<file path="src/rtl/address_generator_if.sv">
// Load-request and address bus between the accelerator controller and address_generator.
interface address_generator_if;
    logic       read;
    logic [7:0] Nk;
    logic [7:0] read_weight_base_addr;
    logic [7:0] read_neuro_base_addr;
    logic [7:0] write_neuro_base_addr;
    logic       finished;
    logic [7:0] neuro_read_addr;
    logic [7:0] weight_read_addr;
    logic [7:0] neuro_write_addr;

    modport master (
        output read, Nk, read_weight_base_addr, read_neuro_base_addr, write_neuro_base_addr,
        input  finished, neuro_read_addr, weight_read_addr, neuro_write_addr
    );

    modport slave (
        input  read, Nk, read_weight_base_addr, read_neuro_base_addr, write_neuro_base_addr,
        output finished, neuro_read_addr, weight_read_addr, neuro_write_addr
    );
endinterface

</file>
<file path="src/rtl/address_generator.sv">
// Streams neuron-RAM / weight-ROM read addresses and the result write address
// for the MAC core, with a one-cycle finished strobe per completed neuron.
module address_generator (
    input  logic             clk,
    input  logic             reset,
    address_generator_if.slave bus
);
    localparam logic [1:0] IDLE = 2'd0;
    localparam logic [1:0] LOAD = 2'd1;
    localparam logic [1:0] RUN  = 2'd2;

    logic [1:0] state;
    logic [7:0] nk_q;
    logic [7:0] wbase;
    logic [7:0] nbase;
    logic [7:0] wnbase;
    logic [7:0] i_cnt;
    logic [7:0] k_cnt;
    logic [7:0] m_cnt;
    logic       fin_q;
    logic [7:0] nra_q;
    logic [7:0] wra_q;
    logic [7:0] nwa_q;

    logic [7:0] nk_last;
    logic       wrap;
    logic [7:0] i_nxt;
    logic [7:0] k_nxt;
    logic [7:0] m_nxt;

    // Nk of 0 behaves as 1, so the last input index is 0 in both cases.
    always_comb begin
        nk_last = (nk_q == 8'd0) ? 8'd0 : nk_q - 8'd1;
        wrap    = (i_cnt == nk_last);
        i_nxt   = wrap ? 8'd0 : i_cnt + 8'd1;
        k_nxt   = k_cnt + 8'd1;
        m_nxt   = fin_q ? m_cnt + 8'd1 : m_cnt;
    end

    always_ff @(posedge clk) begin
        if (reset) begin
            state  <= IDLE;
            nk_q   <= 8'd0;
            wbase  <= 8'd0;
            nbase  <= 8'd0;
            wnbase <= 8'd0;
            i_cnt  <= 8'd0;
            k_cnt  <= 8'd0;
            m_cnt  <= 8'd0;
            fin_q  <= 1'b0;
            nra_q  <= 8'd0;
            wra_q  <= 8'd0;
            nwa_q  <= 8'd0;
        end else if (bus.read) begin
            state  <= LOAD;
            nk_q   <= bus.Nk;
            wbase  <= bus.read_weight_base_addr;
            nbase  <= bus.read_neuro_base_addr;
            wnbase <= bus.write_neuro_base_addr;
            i_cnt  <= 8'd0;
            k_cnt  <= 8'd0;
            m_cnt  <= 8'd0;
            fin_q  <= 1'b0;
            nra_q  <= bus.read_neuro_base_addr;
            wra_q  <= bus.read_weight_base_addr;
            nwa_q  <= bus.write_neuro_base_addr;
        end else if (state != IDLE) begin
            // The edge leaving LOAD already performs the first step, so C1 shows index 1.
            state  <= RUN;
            i_cnt  <= i_nxt;
            k_cnt  <= k_nxt;
            m_cnt  <= m_nxt;
            fin_q  <= wrap;
            nra_q  <= nbase + i_nxt;
            wra_q  <= wbase + k_nxt;
            nwa_q  <= wnbase + m_nxt;
        end
    end

    assign bus.finished         = fin_q;
    assign bus.neuro_read_addr  = nra_q;
    assign bus.weight_read_addr = wra_q;
    assign bus.neuro_write_addr = nwa_q;
endmodule

</file>
<file path="src/flat_wrapper.sv">
// flat-port wrapper written by rule: the top's interface ports become plain ports
module address_generator_flat 
  (clk, reset, bus_read, bus_Nk, bus_read_weight_base_addr, bus_read_neuro_base_addr, bus_write_neuro_base_addr, bus_finished, bus_neuro_read_addr, bus_weight_read_addr, bus_neuro_write_addr);
  address_generator_if bus_i ();
  input  logic clk;
  input  logic reset;
  input wire logic [$bits(bus_i.read)-1:0] bus_read;
  input wire logic [$bits(bus_i.Nk)-1:0] bus_Nk;
  input wire logic [$bits(bus_i.read_weight_base_addr)-1:0] bus_read_weight_base_addr;
  input wire logic [$bits(bus_i.read_neuro_base_addr)-1:0] bus_read_neuro_base_addr;
  input wire logic [$bits(bus_i.write_neuro_base_addr)-1:0] bus_write_neuro_base_addr;
  output wire logic [$bits(bus_i.finished)-1:0] bus_finished;
  output wire logic [$bits(bus_i.neuro_read_addr)-1:0] bus_neuro_read_addr;
  output wire logic [$bits(bus_i.weight_read_addr)-1:0] bus_weight_read_addr;
  output wire logic [$bits(bus_i.neuro_write_addr)-1:0] bus_neuro_write_addr;
  assign bus_i.read = bus_read;
  assign bus_i.Nk = bus_Nk;
  assign bus_i.read_weight_base_addr = bus_read_weight_base_addr;
  assign bus_i.read_neuro_base_addr = bus_read_neuro_base_addr;
  assign bus_i.write_neuro_base_addr = bus_write_neuro_base_addr;
  assign bus_finished = bus_i.finished;
  assign bus_neuro_read_addr = bus_i.neuro_read_addr;
  assign bus_weight_read_addr = bus_i.weight_read_addr;
  assign bus_neuro_write_addr = bus_i.neuro_write_addr;
  address_generator u_core (.clk(clk), .reset(reset), .bus(bus_i));
endmodule
</file>
<file path="config.mk">
export PLATFORM = sky130hd
export DESIGN_NAME = address_generator_flat
export DESIGN_NICKNAME = d
export VERILOG_FILES = /design/src/rtl/address_generator_if.sv /design/src/rtl/address_generator.sv /design/src/flat_wrapper.sv
export SDC_FILE = /design/constraint.sdc
export NUM_CORES = 1
export LEC_CHECK = 0
export BUFFER_PORTS_ARGS = -buffer_cell sky130_fd_sc_hd__buf_4
export CAP_MARGIN = 0
export CORE_MARGIN = 3
export CORE_UTILIZATION = 25
export CTS_CLUSTER_DIAMETER = 60
export CTS_CLUSTER_SIZE = 40
export DETAILED_ROUTE_END_ITERATION = 7
export PLACE_DENSITY = 0.42
export SLEW_MARGIN = 20
export SYNTH_ARGS = -nofsm -noshare
export SYNTH_HDL_FRONTEND = slang
export SYNTH_SLANG_ARGS = --single-unit
</file>
<file path="constraint.sdc">
create_clock -name clk -period 5 [get_ports clk]
set_clock_uncertainty 0.05 [all_clocks]
set_input_delay 1 -clock clk [delete_from_list [all_inputs] [get_ports clk]]
set_output_delay 1 -clock clk [all_outputs]
set_load 0.02 [all_outputs]
</file>
; Word-level counts from Yosys, hierarchy flattened
; Index checks and enable logic that the tools add are counted.
[classes]
addsub = 7
eq_ne = 1
n_mux = 11
n_reduce_logical = 4
[op_table]
columns = op, n
row1 = $mux 8, 9
row2 = $add 8x1->8 const B, 3
row3 = $add 8x8->8, 3
row4 = $eq 8x8->1, 1
row5 = $logic_not 8->1, 1
row6 = $sub 8x1->8 const B, 1
row7 = $reduce_bool 2->1, 2
row8 = $mux 1, 2
row9 = $reduce_or 2->1, 1
[word_totals]
reg_bits = 83
in_bits = 35
out_inout_bits = 25

; Depth between registers and ports, before layout
; Gate-level depths: netlist of the first run.
[depth]
word_depth = 7
ltp_mapped = 21

; Least setup slack after synthesis of the first run
; Ideal clock, no wire load.
[synth_timing]
path_kind = register to register
start = register u_core.nk_q[0]
end = register u_core.nra_q[7] (netlist: u_core.bus.neuro_read_addr[7])
setup_time_ns = 0.122
t_arrival_ns = 4.396
t_required_ns = 4.828
slack_ns = 0.432
path_stages_with_launch = 21
path_cell_list = dfxtp_1 inv_1 ha_1 clkbuf_2 or3b_2 o311ai_0 mux2i_1 o2111a_1 and2_1 buf_6 buf_8 or2b_2 inv_1 ha_1 a21o_1 a21oi_1 o21ai_0 a2111oi_0 or3_1 xnor3_1 a221o_1
[synth_between]
elab_chain_cells = 7
[synth_rtl]
columns = item, line
row1 = start: declaration, address_generator.sv:13  ; logic [7:0] nk_q;
row2 = start signal: assignment, address_generator.sv:56  ; nk_q <= bus.Nk;
row3 = $sub 8x1->8 / $logic_not 8->1 (equally long branches), address_generator.sv:33  ; nk_last = (nk_q == 8'd0) ? 8'd0 : nk_q - 8'd1;
row4 = $mux 8 *, address_generator.sv:33
row5 = $eq 8x8->1 *, address_generator.sv:34  ; wrap = (i_cnt == nk_last);
row6 = $mux 8 *, address_generator.sv:35  ; i_nxt = wrap ? 8'd0 : i_cnt + 8'd1;
row7 = net u_core.i_nxt[1], address_generator.sv:27  ; logic [7:0] i_nxt;
row8 = $add 8x8->8 *, address_generator.sv:74  ; nra_q <= nbase + i_nxt;
row9 = $mux 8 *, address_generator.sv:67  ; end else if (state != IDLE) begin
row10 = $mux 8 *, address_generator.sv:54  ; end else if (bus.read) begin
row11 = end signal: assignment, address_generator.sv:64  ; nra_q <= bus.read_neuro_base_addr;
row12 = end signal: assignment, address_generator.sv:74
row13 = end: declaration, address_generator.sv:21  ; logic [7:0] nra_q;
; Mark *: on every way through the listed nets, which the timed path passes. The rest lies on a longest branch. The select of a mux whose other input is x is not followed.
; A chain may end at the register's enable or synchronous reset.

; Worst setup path after layout of the first run
[layout_timing]
start = register u_core.nk_q[2]
end = register u_core.nra_q[7] (netlist: u_core.bus.neuro_read_addr[7])
; The elaborated chain is that of the path after synthesis.

==> flow_summary.ini, run 1 <==
[critical_path]
rrSetupSlack_ns = 0.39
critPathKind = flip-flop to flip-flop
startpoint_type = flip-flop
endpoint_kind = flip-flop
crit_required_ns = 5.18
cp_max_fo = 18
worstPathArrival_ns = 4.79

[floorplanning]
rows = 50
boundaryPins = 60
core_area_um2 = 18960
die_w_um = 145.8
die_area_um2 = 21250
die_h_um = 145.8
start_util = 0.2577

[place]
dp_hpwl_mm = 8.593
pre_cts_ws_ns = 0.3228
portBuffers = 59
dpl_cell_area_um2 = 5454
place_congestion = 0.8003

[global_routing]
use_met3 = 0.03270
use_met2 = 0.2024
grt_overflow = 0
antenna_found_initial = 0
grt_pass1_wl_mm = 20.69
grt_max_degree = 54
use_met1 = 0.1508
grt-busiest-layer = met2
grt_pass1_vias = 4036
grt_usage = 0.1190

[layout]
fillers = 2010
design_area_um2 = 5782
final_cell_mix = 83 x nor2_1, 83 x dfxtp_1, 64 x buf_4
n_antenna_cell = 0
utilization = 0.3050
drive_above_1_share = 0.1634
multi_input_area_um2 = 2923
area_growth_pct = 18.37
nNetsFinal = 670
ff_latch_area_um2 = 1662

[clock_network]
cts_resized = 0
cts_buffer_depth = 2
cts_tree = done
post_cts_buffers = 0
clk_pin_slew_ns = 0.06
cts_hold_buf = 0
cts-root-buf = clkbuf_16
cts_sinks = 83
clock_latency_ns = 0.34
cts_made_buffers = 9
htree_levels = 3

[detailed_routing]
drc = 0
wl_per_cell_um = 14.26
viasPerCell = 4.583
postRouteAntennaNets = 0
drt-pass1-iter-count = 4
num_vias = 3996
initialDrtViolationCount = 188
routed_wirelength_mm = 12.43

[yosys]
synth.avg_cell_area_um2 = 8.555
async_reset_ff_frac = 0
synth_ff_type = dfxtp_1
syn-num-nets = 634
synthCells = 571
yosys_warnings = 0
synth-edff-count = 0
synthesis.area_um2 = 4885
seq_area_frac_synth = 0.3402
ys_types = 71
synth_seq_cells = 83

[timing]
period_minus_slack_ns = 4.606
drv_slew = 0
worst_pin_slew_ns = 0.7931
relSlewSlack = 0.4693
fmax_mhz = 217.1
finalCritPeriodShare = 0.9213
hold_viol_final = 0
rsz0062_at_grt = no
finalSetupTns_ns = 0
final-setup-viol-count = 0
fin_ws_ns = 0.3937

[outcome]
status = completed

[hold_path]
min_path_type = flip-flop to flip-flop

[power_and_ir_drop]
power_density_nw_per_um2 = 294.6
peakVddDrop_v = 0.0001882
cellLeakagePower_nw = 2.419

[job]
cap_violations = 0
==> flip-flops by register name, indices dropped and copies added, names as in the netlist <==
signal	flops
u_core.bus.neuro_read_addr	8
u_core.nbase	8
u_core.wnbase	8
u_core.i_cnt	8
u_core.bus.weight_read_addr	8
u_core.m_cnt	8
u_core.k_cnt	8
u_core.nk_q	8
u_core.bus.neuro_write_addr	8
u_core.bus.finished	1
u_core.wbase	8
u_core.state	2
==> per-stage QoR <==
stage	hold WS, ns	power [mW]	std cells
6_report	0.4267	1.703	872
5_1_grt	0.4751	1.794	872
4_1_cts	0.4301	1.736	872
3_5_place_dp	0.4220	0.9904	856
3_3_place_gp	0.4040	0.9894	856
2_1_floorplan	0.3943	0.9101	571
==> final cells by class <==
type                    count  share of cell area
clock buffers              12             0.04263
multi-input cells         430              0.5055
clock inverters             4             0.01277
flip-flops and latches     83              0.2874
well taps                 260             0.05626
repair buffers             64             0.08310
inverters                  19             0.01233
==> worst paths after layout <==
path                            cells past startpoint             from                       endpoint
worst max register to register                     15   u_core.nk_q[2]  u_core.bus.neuro_read_addr[7]
worst min-delay path                                2  u_core.k_cnt[1]                u_core.k_cnt[1]
worst max-delay path                               15   u_core.nk_q[2]  u_core.bus.neuro_read_addr[7]
worst min register to register                      2  u_core.k_cnt[1]                u_core.k_cnt[1]
==> routing by layer <==
metal  wire length [um]  vias up
met1               5837     1881
met2               6050       51
met5                  0        -
met3                444       10
li1                   -     2054
met4                101        0
==> critical path: stages, from the launching register on <==
cell       delay [ns]
dfxtp_1          0.41
or4_1            0.63
or4_1            0.50
o311a_2          0.16
a2111oi_4        0.36
and2_1           0.20
buf_4            0.22
nor2_1           0.06
ha_1             0.21
a21o_1           0.16
a21oi_1          0.21
o21ai_0          0.14
a2111oi_0        0.38
or3_1            0.19
xnor3_1          0.30
a221o_1          0.32
==> Yosys cell counts, types with 3 or more instances <==
cell,instances,area (um^2)
nand3_1,9,45.04
dfxtp_1,83,1662
o21ai_0,21,105.1
nor2b_1,3,18.77
or2_2,5,31.28
inv_1,18,67.56
a21oi_1,46,230.2
o311ai_0,3,26.28
ha_1,25,312.8
nor3_1,6,30.03
a2111oi_0,3,26.28
o21bai_1,5,37.54
nand2b_1,4,25.02
xnor2_1,26,227.7
fa_1,3,60.06
and3_1,5,31.28
nor3b_1,3,22.52
nand2_1,46,172.7
a211oi_1,3,22.52
mux2i_1,33,330.3
a22o_1,5,43.79
xor2_1,20,175.2
clkbuf_1,22,82.58
or3_1,7,43.79
o211ai_1,8,60.06
clkbuf_2,3,15.01
a21o_1,6,45.04
nor2_1,84,315.3
nor4_1,4,25.02
buf_6,7,78.83
or4_1,3,22.52
==> logic make-up after synthesis <==
kind of cell,after synthesis,synth area share
flip-flops,83,0.3402
AND/OR/NAND/NOR,198,0.1913
adder cells (fa/ha/maj),28,0.07633
XOR/XNOR,48,0.09247
AO/OA/AOI/OAI,122,0.1652
multiplexers,34,0.06993
buffers and inverters,58,0.06455
==> report_power, final <==
group / internal (mW) / total [mW] / switching [mW]
clock network: 0.452 / 0.730 / 0.278
logic: 0.113 / 0.254 / 0.141
registers: 0.693 / 0.719 / 0.0263
(Power assumes the default switching activity.)
==> run 2: changes to the inputs <==
Settings changed: CORE_UTILIZATION 25 to 45, GPL_TIMING_DRIVEN set to 1, PLACE_DENSITY 0.42 to 0.65.
==> flow_summary.ini, run 2 (same netlist as run 1, synthesis figures left out) <==
[critical_path]
startpoint_type = flip-flop
crit_required_ns = 5.20
rr_worst_depth = 17
endpoint_kind = flip-flop
critPathKind = flip-flop to flip-flop
worstSetupStartpoint = u_core.nk_q[0]
r2r-start = u_core.nk_q[0]
rrSetupSlack_ns = 0.29
reg2reg_to = u_core.bus.neuro_read_addr[7]
worstPathArrival_ns = 4.91
critPathCapture = u_core.bus.neuro_read_addr[7]
cp_max_fo = 8

[global_routing]
antenna_found_initial = 0
grt_overflow = 0
grt_max_degree = 54
grt_pass1_wl_mm = 18.71
grt_usage = 0.1955
grt_pass1_vias = 4096

[detailed_routing]
num_vias = 4082
drc = 0
viasPerCell = 5.472
wl_per_cell_um = 14.79
postRouteAntennaNets = 0
routed_wirelength_mm = 11.03
drt-pass1-iter-count = 4
initialDrtViolationCount = 156

[timing]
rsz0062_at_grt = no
hold_viol_final = 0
finalSetupTns_ns = 0
drv_slew = 0
period_minus_slack_ns = 4.708
final-setup-viol-count = 0
finalCritPeriodShare = 0.9417
fmax_mhz = 212.4
relSlewSlack = 0.4765
worst_pin_slew_ns = 0.7853

[place]
dp_cells = 730
dpl_cell_area_um2 = 5284
dp_hpwl_mm = 7.620
place_congestion = 0.8552
portBuffers = 59

[clock_network]
cts_resized = 0
cts_sinks = 83
cts_made_buffers = 9
post_cts_buffers = 0
cts_buffer_depth = 2
htree_levels = 3
clock_latency_ns = 0.36
cts-root-buf = clkbuf_8
cts_hold_buf = 0
cts_tree = done
clk_pin_slew_ns = 0.08

[floorplanning]
start_util = 0.4669
core_area_um2 = 10460
die_h_um = 110.2
die_w_um = 110.2
die_area_um2 = 12140
rows = 37
boundaryPins = 60

[power_and_ir_drop]
power_density_nw_per_um2 = 262.0
total_power_mw = 1.436
cellLeakagePower_nw = 2.348
peakVddDrop_v = 0.0001015

[job]
cap_violations = 0

[layout]
final_cell_mix = 83 x nor2_1, 83 x dfxtp_1, 62 x buf_4
design_area_um2 = 5483
fillers = 1053
nNetsFinal = 668
n_antenna_cell = 0
utilization = 0.5240
layout.cells.non_filler = 746
drive_above_1_share = 0.1623
area_growth_pct = 12.24

[outcome]
status = completed

[hold_path]
min_path_type = flip-flop to flip-flop
[run 2: cell type report]
cell class,count,area (um^2),share of cell area
Clock buffer,13,168.9,0.03081
Clock inverter,3,21.27,0.003880
Inverter,19,71.32,0.01301
Multi-Input combinational cell,430,2924,0.5333
Sequential cell,83,1662,0.3031
Tap cell,136,170.2,0.03104
Timing Repair Buffer,62,465.4,0.08489
[run 2: worst min path at each step]
stage	startpoint	end	depth (start not counted)
2_1_floorplan	u_core.k_cnt[1]	u_core.k_cnt[1]	2
3_3_place_gp	u_core.k_cnt[1]	u_core.k_cnt[1]	2
3_5_place_dp	u_core.k_cnt[1]	u_core.k_cnt[1]	2
4_1_cts	u_core.k_cnt[1]	u_core.k_cnt[1]	2
5_1_grt	u_core.k_cnt[1]	u_core.k_cnt[1]	2
6_report	u_core.k_cnt[1]	u_core.k_cnt[1]	2
[run 2: critical path: stages (launching register included)]
cell	delay (ns)
dfxtp_1	0.36
inv_1	0.12
ha_2	0.27
or3b_2	0.53
o311ai_0	0.31
mux2i_1	0.12
o2111a_1	0.30
and2_1	0.18
or2b_2	0.31
inv_1	0.07
ha_1	0.22
a21o_1	0.17
a21oi_1	0.22
o21ai_0	0.16
a2111oi_1	0.39
or3_1	0.19
xnor3_1	0.30
a221o_1	0.33
[run 2: routing by layer]
layer,vias up,global-route usage,wire length (um)
met4,0,0.08883,249
met2,68,0.3358,5382
met1,1939,0.2406,5028
li1,2055,-,-
met3,20,0.03029,372
met5,-,0,0
[run 2: metrics by stage]
step                      hold slack, ns  setup WS (ns)
final                             0.4339         0.2917
after CTS                         0.4365         0.2515
after global routing              0.4642        0.02858
after detailed placement          0.4251         0.2981
after floorplan                   0.3943         0.4321
after global placement            0.4055         0.4651
[run 2: power breakdown]
group	total (mW)	internal, mW	switching [mW]
Sequential	0.717	0.692	0.0253
Combinational	0.251	0.112	0.139
Clock	0.468	0.222	0.246
